--- config.mk ---
export PLATFORM = sky130hd
export DESIGN_NAME = fetch_unit
export DESIGN_NICKNAME = d
export VERILOG_FILES = /design/src/rtl/fetch_pkg.sv /design/src/rtl/fetch_unit.sv
export SDC_FILE = /design/constraint.sdc
export NUM_CORES = 1
export LEC_CHECK = 0
export ABC_AREA = 1
export CAP_MARGIN = 20
export CORE_MARGIN = 2
export CORE_UTILIZATION = 25
export CTS_BUF_LIST = sky130_fd_sc_hd__clkbuf_16
export DETAILED_ROUTE_END_ITERATION = 10
export GPL_TIMING_DRIVEN = 0
export SLEW_MARGIN = 20
export SYNTH_ARGS = -nofsm -noshare
export SYNTH_HDL_FRONTEND = slang
export SYNTH_SLANG_ARGS = --single-unit
--- constraint.sdc ---
create_clock -name clk -period 1.44 [get_ports clk]
set_input_delay 0.36 -clock clk [delete_from_list [all_inputs] [get_ports clk]]
set_output_delay 0.36 -clock clk [all_outputs]
set_load 0.02 [all_outputs]
--- src/rtl/fetch_pkg.sv ---
// Shared types and constants for the picoMIPS fetch stage.
// Provides the fetch state encoding, default widths and the NOP word.
package fetch_pkg;

   localparam int DEF_PSIZE = 6;
   localparam int DEF_ISIZE = 24;
   localparam int OPC_W     = 6;

   typedef enum logic [1:0] {
      IDLE  = 2'd0,
      EXEC  = 2'd1,
      FLUSH = 2'd2,
      HALT  = 2'd3
   } state_t;

   // All-zero word decodes as the NOP opcode.
   localparam logic [DEF_ISIZE-1:0] NOP_WORD = '0;

endpackage

--- src/rtl/fetch_unit.sv ---
// picoMIPS instruction fetch stage: owns the PC, drives the synchronous
// program ROM and feeds the decoder with run/step control and halt.
//
// Ports:
//   clk, n_reset                 clock, async active-low reset
//   run, step                    free-run level / single-step pulse
//   pc_incr, pc_relbranch        sequencing requests from the decoder
//   branch_offset                signed offset relative to the branch PC
//   prog_addr / prog_data        ROM address out, read data in (1-cycle latency)
//   instr, instr_valid, pc       instruction, valid flag and its address
//   halted                       sticky halt after a self-branch
module fetch_unit
   import fetch_pkg::*;
#(
   parameter int PSIZE = DEF_PSIZE,
   parameter int ISIZE = DEF_ISIZE
) (
   input  logic             clk,
   input  logic             n_reset,
   input  logic             run,
   input  logic             step,
   input  logic             pc_incr,
   input  logic             pc_relbranch,
   input  logic [PSIZE-1:0] branch_offset,
   output logic [PSIZE-1:0] prog_addr,
   input  logic [ISIZE-1:0] prog_data,
   output logic [ISIZE-1:0] instr,
   output logic             instr_valid,
   output logic [PSIZE-1:0] pc,
   output logic             halted
);

   localparam logic [PSIZE-1:0] ONE = PSIZE'(1);
   localparam logic [ISIZE-1:0] NOP = ISIZE'(NOP_WORD);

   logic [PSIZE-1:0] fpc_q, fpc_d;
   logic [PSIZE-1:0] pc_q, pc_d;
   state_t           state_q, state_d;
   logic             step_mode_q, step_mode_d;

   logic             br_taken;
   logic             seq_adv;
   logic             stop;

   // A taken branch overrides a simultaneous pc_incr; with neither
   // request the stage still falls through sequentially.
   assign br_taken = pc_relbranch;
   assign seq_adv  = pc_incr | ~pc_relbranch;
   assign stop     = step_mode_q | ~run;

   always_comb begin
      fpc_d       = fpc_q;
      pc_d        = pc_q;
      state_d     = state_q;
      step_mode_d = step_mode_q;
      instr       = NOP;
      instr_valid = 1'b0;
      halted      = 1'b0;

      unique case (state_q)
         IDLE: begin
            // run wins over step; step only arms single-step mode
            if (run || step) begin
               pc_d        = fpc_q;
               fpc_d       = fpc_q + ONE;
               step_mode_d = ~run;
               state_d     = EXEC;
            end
         end

         EXEC: begin
            instr       = prog_data;
            instr_valid = 1'b1;
            if (br_taken) begin
               if (branch_offset == '0) begin
                  fpc_d   = pc_q;
                  state_d = HALT;
               end else begin
                  // width-matched add == sign-extended add mod 2**PSIZE
                  fpc_d   = pc_q + branch_offset;
                  state_d = stop ? IDLE : FLUSH;
               end
            end else if (seq_adv) begin
               // fpc already points at pc_q+1
               if (stop) begin
                  state_d = IDLE;
               end else begin
                  pc_d  = fpc_q;
                  fpc_d = fpc_q + ONE;
               end
            end
         end

         FLUSH: begin
            // ROM still returns the stale fall-through word; drop it
            if (run) begin
               pc_d    = fpc_q;
               fpc_d   = fpc_q + ONE;
               state_d = EXEC;
            end else begin
               state_d = IDLE;
            end
         end

         HALT: begin
            halted = 1'b1;
         end
      endcase
   end

   always_ff @(posedge clk or negedge n_reset) begin
      if (!n_reset) begin
         fpc_q       <= '0;
         pc_q        <= '0;
         state_q     <= IDLE;
         step_mode_q <= 1'b0;
      end else begin
         fpc_q       <= fpc_d;
         pc_q        <= pc_d;
         state_q     <= state_d;
         step_mode_q <= step_mode_d;
      end
   end

   assign prog_addr = fpc_q;
   assign pc        = pc_q;

endmodule

==> results.json, run 1 <==
{
  "grt_pass1_vias": 1521,
  "syn_area_um2": 1400,
  "grt_pass1_wl_um": 6820,
  "finalClockSkew_ns": 0.00716,
  "synthArstFlopShare_pct": 100,
  "post-place-ws_ns": -0.672,
  "grtUsageTotal_pct": 13.7,
  "num_vias": 1646,
  "grt.busiest_layer": "met2",
  "antenna_found_initial": 0,
  "cts_tree": "yes",
  "core_area_um2": 5440,
  "finalNonFillerCells": 378,
  "via_per_inst": 4.35,
  "finalHoldViolCount": 0,
  "layout_setup_ws_ns": -0.278,
  "p_per_area_nw_per_um2": 2150,
  "die-area_um2": 6190,
  "io_buffers": 72,
  "final_cell_mix": "clkdlybuf4s50_1 (31), nand2_1 (29), buf_6 (27), inv_2 (26), inv_1 (22)",
  "setup_viol": 40,
  "final_max_slew_viol_count": 0,
  "cts.sinks": 15,
  "synth_flop_cell": "dfrtp_1",
  "synth_edf_count": 0,
  "htreeDepth": 1,
  "firstDrtPassIters": 4,
  "avgSynthCellArea_um2": 6.61,
  "numCtsBuffers": 3,
  "drt_iter0_drc": 33,
  "overflow": 0,
  "leakagePower_nw": 1.48,
  "drc": 0,
  "startpoint_type": "register",
  "wl_per_cell_um": 12.3,
  "timing.fmax_mhz": 582,
  "syn_to_final_growth_pct": 106,
  "p_total_w": 0.00618,
  "globalplace.congestion": 0.812,
  "max_stage_delay_ns": 0.42,
  "boundaryPins": 74,
  "min_path_type": "reg -> reg",
  "hold_depth": 2,
  "worst_pin_slew_ns": 0.722,
  "nets": 354,
  "diodes": 0,
  "drt_wl_total_um": 4670,
  "placed_cells": 355,
  "clk_pin_slew_worst_paths_ns": 0.06,
  "end_kind": "output pin",
  "cts_buffer_depth": 2,
  "use_met3_pct": 4.20,
  "grt_start_max_net_pins": 16,
  "min_period_ns": 1.72,
  "path_cells": "ha_4 -> buf_8 -> clkbuf_16 -> nand2_4 -> inv_2 -> buf_6",
  "ant_nets": 0,
  "drive_above_1_share_pct": 48.7,
  "synth_cell_types": 28,
  "rows": 27,
  "drv_cap": 0,
  "dp_hpwl_um": 3120,
  "cp_data_arrival_time_ns": 1.36,
  "critPathBufInv": 4,
  "slowest_stage": "dfrtp_2",
  "yosysSeqAreaShare_pct": 26.9,
  "ys_seq_elements": 15,
  "rr_worst_depth": 10,
  "ir_drop_mv": 1.06,
  "die_w_um": 78.7,
  "syn_nets": 258,
  "clk_latency_ns": 0.25,
  "cp.required_ns": 1.08,
  "finalCritPeriodShare_pct": 119,
  "cts_hold_buffers": 0,
  "critPathMaxFanout": 5,
  "crit_type": "reg -> out",
  "status": "finished with violations",
  "die_h_um": 78.7,
  "met1_usage_pct": 15.9,
  "initial_core_util_pct": 25.6,
  "yosys_warnings": 0,
  "clockRootBuffer": "clkbuf_16",
  "relSlewSlack_pct": 51.7,
  "violations": "setup timing",
  "cp.depth": 6,
  "synthCells": 211,
  "rsz0062_at_grt": "true",
  "crit_family": "buffers and inverters",
  "layout_commonest_cell": "clkdlybuf4s50_1",
  "use_met2_pct": 24.5
}
==> what timing repair did <==
action,in CTS,in global routing
gates resized for setup,224,41
endpoints found under the setup margin,52,43
setup buffers,9,4
pin swaps,9,5
cloned,5,1
endpoints found under the hold margin,0,0
==> through the flow <==
step	area, um^2	utilization, %	setup TNS [ns]	hold WS, ns
after floorplan	1450	-	-0.165	0.0644
after global placement	2260	41.5	-17.49	0.494
after detailed placement	2260	41.5	-17.97	0.494
after CTS	2700	49.6	-7.74	0.509
after global routing	2880	52.9	-10.32	0.537
final	2880	52.9	-8.65	0.505
==> worst register-to-register path, delay by kind of cell, from the launching register on <==
family,cells,cell delay (ns)
buffers and inverters,5,0.68
AOI/OAI and AO/OA,2,0.11
adders and majority gates,1,0.17
DFF,1,0.42
and+or+nand+nor,2,0.16
==> state kept, by name, summed over array words and instances (netlist names) <==
| name | count |
|---|---|
| pc | 6 |
| prog_addr | 6 |
| state_q | 2 |
| step_mode_q | 1 |
==> layout make-up <==
cell class	count	area, um^2
clock buffer	3	75.1
inverter	50	193
timing repair buffer	90	930
clock inverter	1	5.00
tap	72	90.1
fill	498	2560
multi-input combinational	141	1100
buffer	6	103
sequential	15	380
==> logic make-up (layout without fill, tap and decap cells) <==
| group | Yosys count | count (layout) | synth area share, % |
|---|---|---|---|
| buffers and inverters | 56 | 150 | 16.5 |
| AND/OR/NAND/NOR | 94 | 95 | 29.7 |
| flip-flops | 15 | 15 | 26.9 |
| AO/OA/AOI/OAI | 32 | 32 | 14.6 |
| XOR/XNOR | 3 | 3 | 1.88 |
| adder cells (fa/ha/maj) | 11 | 11 | 10.4 |
==> synthesized netlist by cell type, types with 3 or more instances <==
cell type | count | share of area (%)
nand2_1 | 54 | 15
inv_1 | 48 | 13
dfrtp_1 | 15 | 27
nor2_1 | 14 | 3.8
nand3_1 | 11 | 3.9
ha_1 | 10 | 9.0
a21oi_1 | 9 | 3.2
o21ai_0 | 7 | 2.5
nor2_2 | 6 | 2.7
a21oi_2 | 5 | 3.1
o21ai_1 | 5 | 1.8
nand2_2 | 3 | 1.3
xnor2_1 | 3 | 1.9
==> routing by layer <==
metal  share of wire (%)  vias to the layer above
met2                  48                       73
met5                   0                        -
met4                0.69                        0
li1                    -                      841
met3                 9.5                        4
met1                  42                      728
==> path summary, 6_finish.rpt <==
path	startpoint	end	slack (ns)
max	state_q[0]	instr[22]	-0.28
min	prog_addr[5]	prog_addr[5]	0.50
max reg2reg	state_q[0]	pc[3]	-0.22
min reg2reg	prog_addr[5]	prog_addr[5]	0.50
max in group asynchronous	n_reset	prog_addr[4]	0.40
min in group asynchronous	n_reset	prog_addr[3]	0.54
==> power breakdown <==
part / internal, W / total, W / leakage [nW] / switching (W)
Combinational: 0.00226 / 0.00470 / 1.27 / 0.00243
Sequential: 0.000654 / 0.000919 / 0.174 / 0.000265
Clock: 0.000372 / 0.000566 / 0.0409 / 0.000194
Total: 0.00329 / 0.00618 / 1.48 / 0.00289
Power figures use the tool's default switching activity.
==> inputs of run 2 (changes only) <==
Settings changed: SKIP_CTS_REPAIR_TIMING from default to 1.
==> results.json, run 2 (synthesis results as in run 1) <==
{
  "worst_pin_slew_ns": 0.711,
  "dpl_cell_area_um2": 2260,
  "die_w_um": 78.7,
  "core_area_um2": 5440,
  "io_buffers": 72,
  "nets": 348,
  "grt_pass1_vias": 1388,
  "die-area_um2": 6190,
  "htreeDepth": 1,
  "startpoint_type": "register",
  "p_total_w": 0.00591,
  "cp.required_ns": 1.08,
  "use_met3_pct": 4.66,
  "drv_cap": 0,
  "cts_tree": "yes",
  "grt_start_max_net_pins": 16,
  "finalHoldViolCount": 0,
  "drive_above_1_share_pct": 42.7,
  "rr_worst_depth": 9,
  "ir_drop_mv": 1.14,
  "rsz0062_at_grt": "true",
  "initial_core_util_pct": 25.6,
  "final_cell_mix": "nand2_1 (36), clkdlybuf4s50_1 (29), inv_2 (26), buf_6 (26), inv_1 (23)",
  "cp_data_arrival_time_ns": 1.38,
  "drt_iter0_drc": 22,
  "use_met2_pct": 21.4,
  "overflow": 0,
  "timing.fmax_mhz": 575,
  "diodes": 0,
  "cts_buffer_depth": 2,
  "layout_setup_ws_ns": -0.299,
  "hold_depth": 2,
  "globalplace.congestion": 0.812,
  "min_path_type": "reg -> reg",
  "wl_per_cell_um": 12.0,
  "layout_commonest_cell": "nand2_1",
  "met1_usage_pct": 14.8,
  "crit_type": "reg -> out",
  "end_kind": "output pin",
  "dp_hpwl_um": 3120,
  "firstDrtPassIters": 4,
  "cts.sinks": 15,
  "tns_ns": -8.17,
  "leakagePower_nw": 1.50,
  "postLayoutCellArea_um2": 2780,
  "grt_pass1_wl_um": 6260,
  "finalCritPeriodShare_pct": 121,
  "status": "finished with violations",
  "num_vias": 1573,
  "critPathMaxFanout": 7,
  "drc": 0,
  "final_max_slew_viol_count": 0,
  "syn_to_final_growth_pct": 99.2,
  "finalClockSkew_ns": 0.00504,
  "setup_viol": 39,
  "numCtsBuffers": 3,
  "drt_wl_total_um": 4460,
  "relSlewSlack_pct": 52.4,
  "min_period_ns": 1.74,
  "grtUsageTotal_pct": 12.6,
  "antenna_found_initial": 0,
  "clockRootBuffer": "clkbuf_16",
  "ant_nets": 0,
  "rows": 27,
  "die_h_um": 78.7,
  "final_core_util_pct": 51.1,
  "clk_pin_slew_worst_paths_ns": 0.05,
  "boundaryPins": 74,
  "grt.busiest_layer": "met2",
  "via_per_inst": 4.23,
  "violations": "setup timing",
  "clk_latency_ns": 0.25,
  "p_per_area_nw_per_um2": 2130
}
-- run 2: cell count changes in the layout (fill, tap and decap cells not counted), moves of 4 or more --
cell,delta
nor2_2,-4
nand2_1,+7
buf_4,-5
nand2_4,-17
dlymetal6s2s_1,+16
nor2_1,+4
dlygate4sd2_1,-10
nand2_2,+9
-- run 2: final timing paths --
kind,from,to,slack [ns]
min in group asynchronous,n_reset,prog_addr[3],0.54
hold / removal,prog_addr[5],prog_addr[5],0.50
max in group asynchronous,n_reset,state_q[0],0.41
hold reg to reg,prog_addr[5],prog_addr[5],0.50
setup reg to reg,pc[0],prog_addr[4],-0.17
setup / recovery,state_q[1],instr[15],-0.30
-- run 2: cell type report --
class / count / area [um^2]
Clock buffer: 3 / 75.1
Sequential cell: 15 / 379
Tap cell: 72 / 90.1
Multi-Input combinational cell: 140 / 997
Buffer: 6 / 82.6
Timing Repair Buffer: 85 / 958
Fill cell: 520 / 2660
Clock inverter: 1 / 5.00
Inverter: 50 / 191
-- run 2: stage by stage --
stage	worst slack, ns	std cells	hold slack, ns
after floorplan	-0.0824	211	0.0644
after global placement	-0.675	355	0.494
after detailed placement	-0.672	355	0.494
after CTS	-0.834	359	0.514
after global routing	-0.350	372	0.537
final	-0.299	372	0.504
-- run 2: routing by layer --
metal  vias to the layer above  wire length [um]
met1                       674              1890
met5                         -                 0
li1                        825                 -
met2                        67              2070
met3                         7               445
met4                         0                54
-- run 2: critical path, cell delays in order (launching register included) --
cell and delay [ns]:
dfrtp_1 0.39, inv_2 0.07, ha_4 0.16, buf_8 0.13
clkbuf_16 0.14, nand2_1 0.06, inv_2 0.04, buf_6 0.12
-- run 2: power by group --
group	internal, W	leakage [nW]	switching (W)
Clock	0.000372	0.0409	0.000187
Combinational	0.00220	1.29	0.00223
Sequential	0.000650	0.175	0.000283
==> inputs of run 3 (changes only) <==
Settings changed: CORE_ASPECT_RATIO from default to 0.5.
==> results.json, run 3 (synthesis results as in run 1) <==
{
  "status": "finished with violations",
  "violations": "setup timing",
  "grt_start_max_net_pins": 16,
  "wl_per_cell_um": 12.2,
  "use_met3_pct": 4.07,
  "max_stage_delay_ns": 0.41,
  "tns_ns": -8.58,
  "grt_pass1_vias": 1479,
  "crit_end": "instr[6]",
  "drive_above_1_share_pct": 45.5,
  "cts_tree": "yes",
  "timing.rr.end": "pc[0]",
  "slowest_stage": "dfrtp_1",
  "rsz0062_at_grt": "true",
  "crit_family": "buffers and inverters",
  "cts_buffer_depth": 2,
  "grtUsageTotal_pct": 12.3,
  "combinationalPowerShare_pct": 76.3,
  "use_met2_pct": 22.8,
  "timing.fmax_mhz": 568,
  "clockRootBuffer": "clkbuf_16",
  "ir_drop_mv": 1.33,
  "seq_power_share_pct": 14.9,
  "cp.required_ns": 1.08,
  "syn_to_final_growth_pct": 106,
  "drc": 0,
  "finalClockSkew_ns": 0.000757,
  "dpl_cell_area_um2": 2260,
  "firstDrtPassIters": 4,
  "die-area_um2": 6230,
  "grt.busiest_layer": "met2",
  "worst_pin_slew_ns": 0.724,
  "internal_power_w": 0.00336,
  "layout_commonest_cell": "nand2_1",
  "fillers": 492,
  "final_max_slew_viol_count": 0,
  "grt_pass1_wl_um": 6190,
  "path_cells": "inv_2 -> ha_4 -> buf_8 -> clkbuf_16 -> nand2_1 -> inv_2 -> buf_6",
  "cts.sinks": 15,
  "r2r_slack_ns": -0.14,
  "core_area_um2": 5440,
  "globalplace.congestion": 0.800,
  "num_vias": 1663,
  "critPathMaxFanout": 6,
  "crit_type": "reg -> out",
  "critPathBufInv": 5,
  "end_kind": "output pin",
  "switching_share_pct": 45.6,
  "boundaryPins": 74,
  "rr_worst_depth": 10,
  "cp.depth": 7,
  "cp_data_arrival_time_ns": 1.40,
  "leakagePower_nw": 1.56,
  "drt_wl_total_um": 4600,
  "relSlewSlack_pct": 51.6,
  "power_switching_w": 0.00281,
  "r2r_start": "state_q[0]",
  "nets": 351,
  "io_buffers": 72,
  "ant_nets": 0,
  "postLayoutCellArea_um2": 2870,
  "pwr-share-clk_pct": 8.8,
  "final_core_util_pct": 52.7,
  "die_w_um": 110,
  "layout_setup_ws_ns": -0.321,
  "htreeDepth": 1,
  "hold_depth": 2,
  "clk_pin_slew_worst_paths_ns": 0.05,
  "finalCritPeriodShare_pct": 122,
  "startpoint_type": "register",
  "drt_iter0_drc": 52,
  "numCtsBuffers": 3,
  "p_per_area_nw_per_um2": 2150,
  "antenna_found_initial": 0,
  "drv_cap": 0,
  "met1_usage_pct": 13.9,
  "die_h_um": 56.8,
  "finalHoldViolCount": 0,
  "placed_cells": 356,
  "clk_latency_ns": 0.25,
  "rows": 19,
  "min_path_type": "reg -> reg",
  "initial_core_util_pct": 25.6,
  "overflow": 0,
  "final_cell_mix": "nand2_1 (33), clkdlybuf4s50_1 (28), buf_6 (26), inv_2 (25), inv_1 (24)",
  "via_per_inst": 4.42,
  "startpoint": "state_q[1]",
  "dp_hpwl_um": 3260,
  "finalNonFillerCells": 376,
  "diodes": 0,
  "min_period_ns": 1.76,
  "path_common_cell": "inv_2",
  "setup_viol": 39
}
run 3: changes by cell type in the layout (fill, tap and decap cells not counted), moves of 2 or more:
cell,previous run,this run
nor2_4,3,5
o21ai_1,7,9
nor2_2,3,5
nand2_4,4,6
a21oi_1,7,3
a21oi_2,6,10
nand2_1,36,33
dlymetal6s2s_1,17,19
nor2_1,14,10
nand2_2,16,18
run 3: cell type report:
cell class / instances / area (um^2) / share of cell area (%)
clock buffer: 3 / 75.1 / 2.62
timing repair buffer: 87 / 996 / 34.7
tap: 73 / 91.3 / 3.18
sequential: 15 / 379 / 13.2
buffer: 6 / 82.6 / 2.88
inverter: 50 / 195 / 6.80
clock inverter: 1 / 3.75 / 0.131
multi-input combinational: 141 / 1050 / 36.5
run 3: worst reg2reg max path: cells and delay by family, from the launching register on:
kind	cells	cell delay, ns
AOI/OAI and AO/OA	1	0.06
and+or+nand+nor	5	0.48
DFF	1	0.38
adders and majority gates	1	0.22
buffers and inverters	3	0.31
run 3: power by group through the flow:
stage               clock, W  sequential [W]  combinational [W]
CTS                 0.000546        0.000908            0.00352
finish              0.000541        0.000921            0.00471
global route        0.000567        0.000951            0.00509
detailed placement         0        0.000911            0.00350
floorplan                  0         0.00107            0.00206
global placement           0        0.000913            0.00344
run 3: worst min-delay path by stage:
stage / from / endpoint / slack (ns)
3_3_place_gp: prog_addr[5] / prog_addr[5] / 0.51
3_5_place_dp: prog_addr[5] / prog_addr[5] / 0.50
2_1_floorplan: n_reset / pc[0] / 0.06
5_1_grt: prog_addr[3] / prog_addr[3] / 0.56
4_1_cts: prog_addr[5] / prog_addr[5] / 0.52
6_report: prog_addr[5] / prog_addr[5] / 0.52
run 3: per-layer routing:
metal	part of all wire (%)	routed length [um]
met4	0.41	19
met2	49	2260
met1	42	1950
met5	0	0
met3	8.1	370
run 3: metrics by stage:
stage,hold slack [ns],setup slack (ns),total power [W]
floorplan,0.0644,-0.0824,0.00313
global placement,0.507,-0.670,0.00436
detailed placement,0.498,-0.659,0.00441
CTS,0.521,-0.839,0.00497
global route,0.562,-0.401,0.00661
finish,0.524,-0.321,0.00617
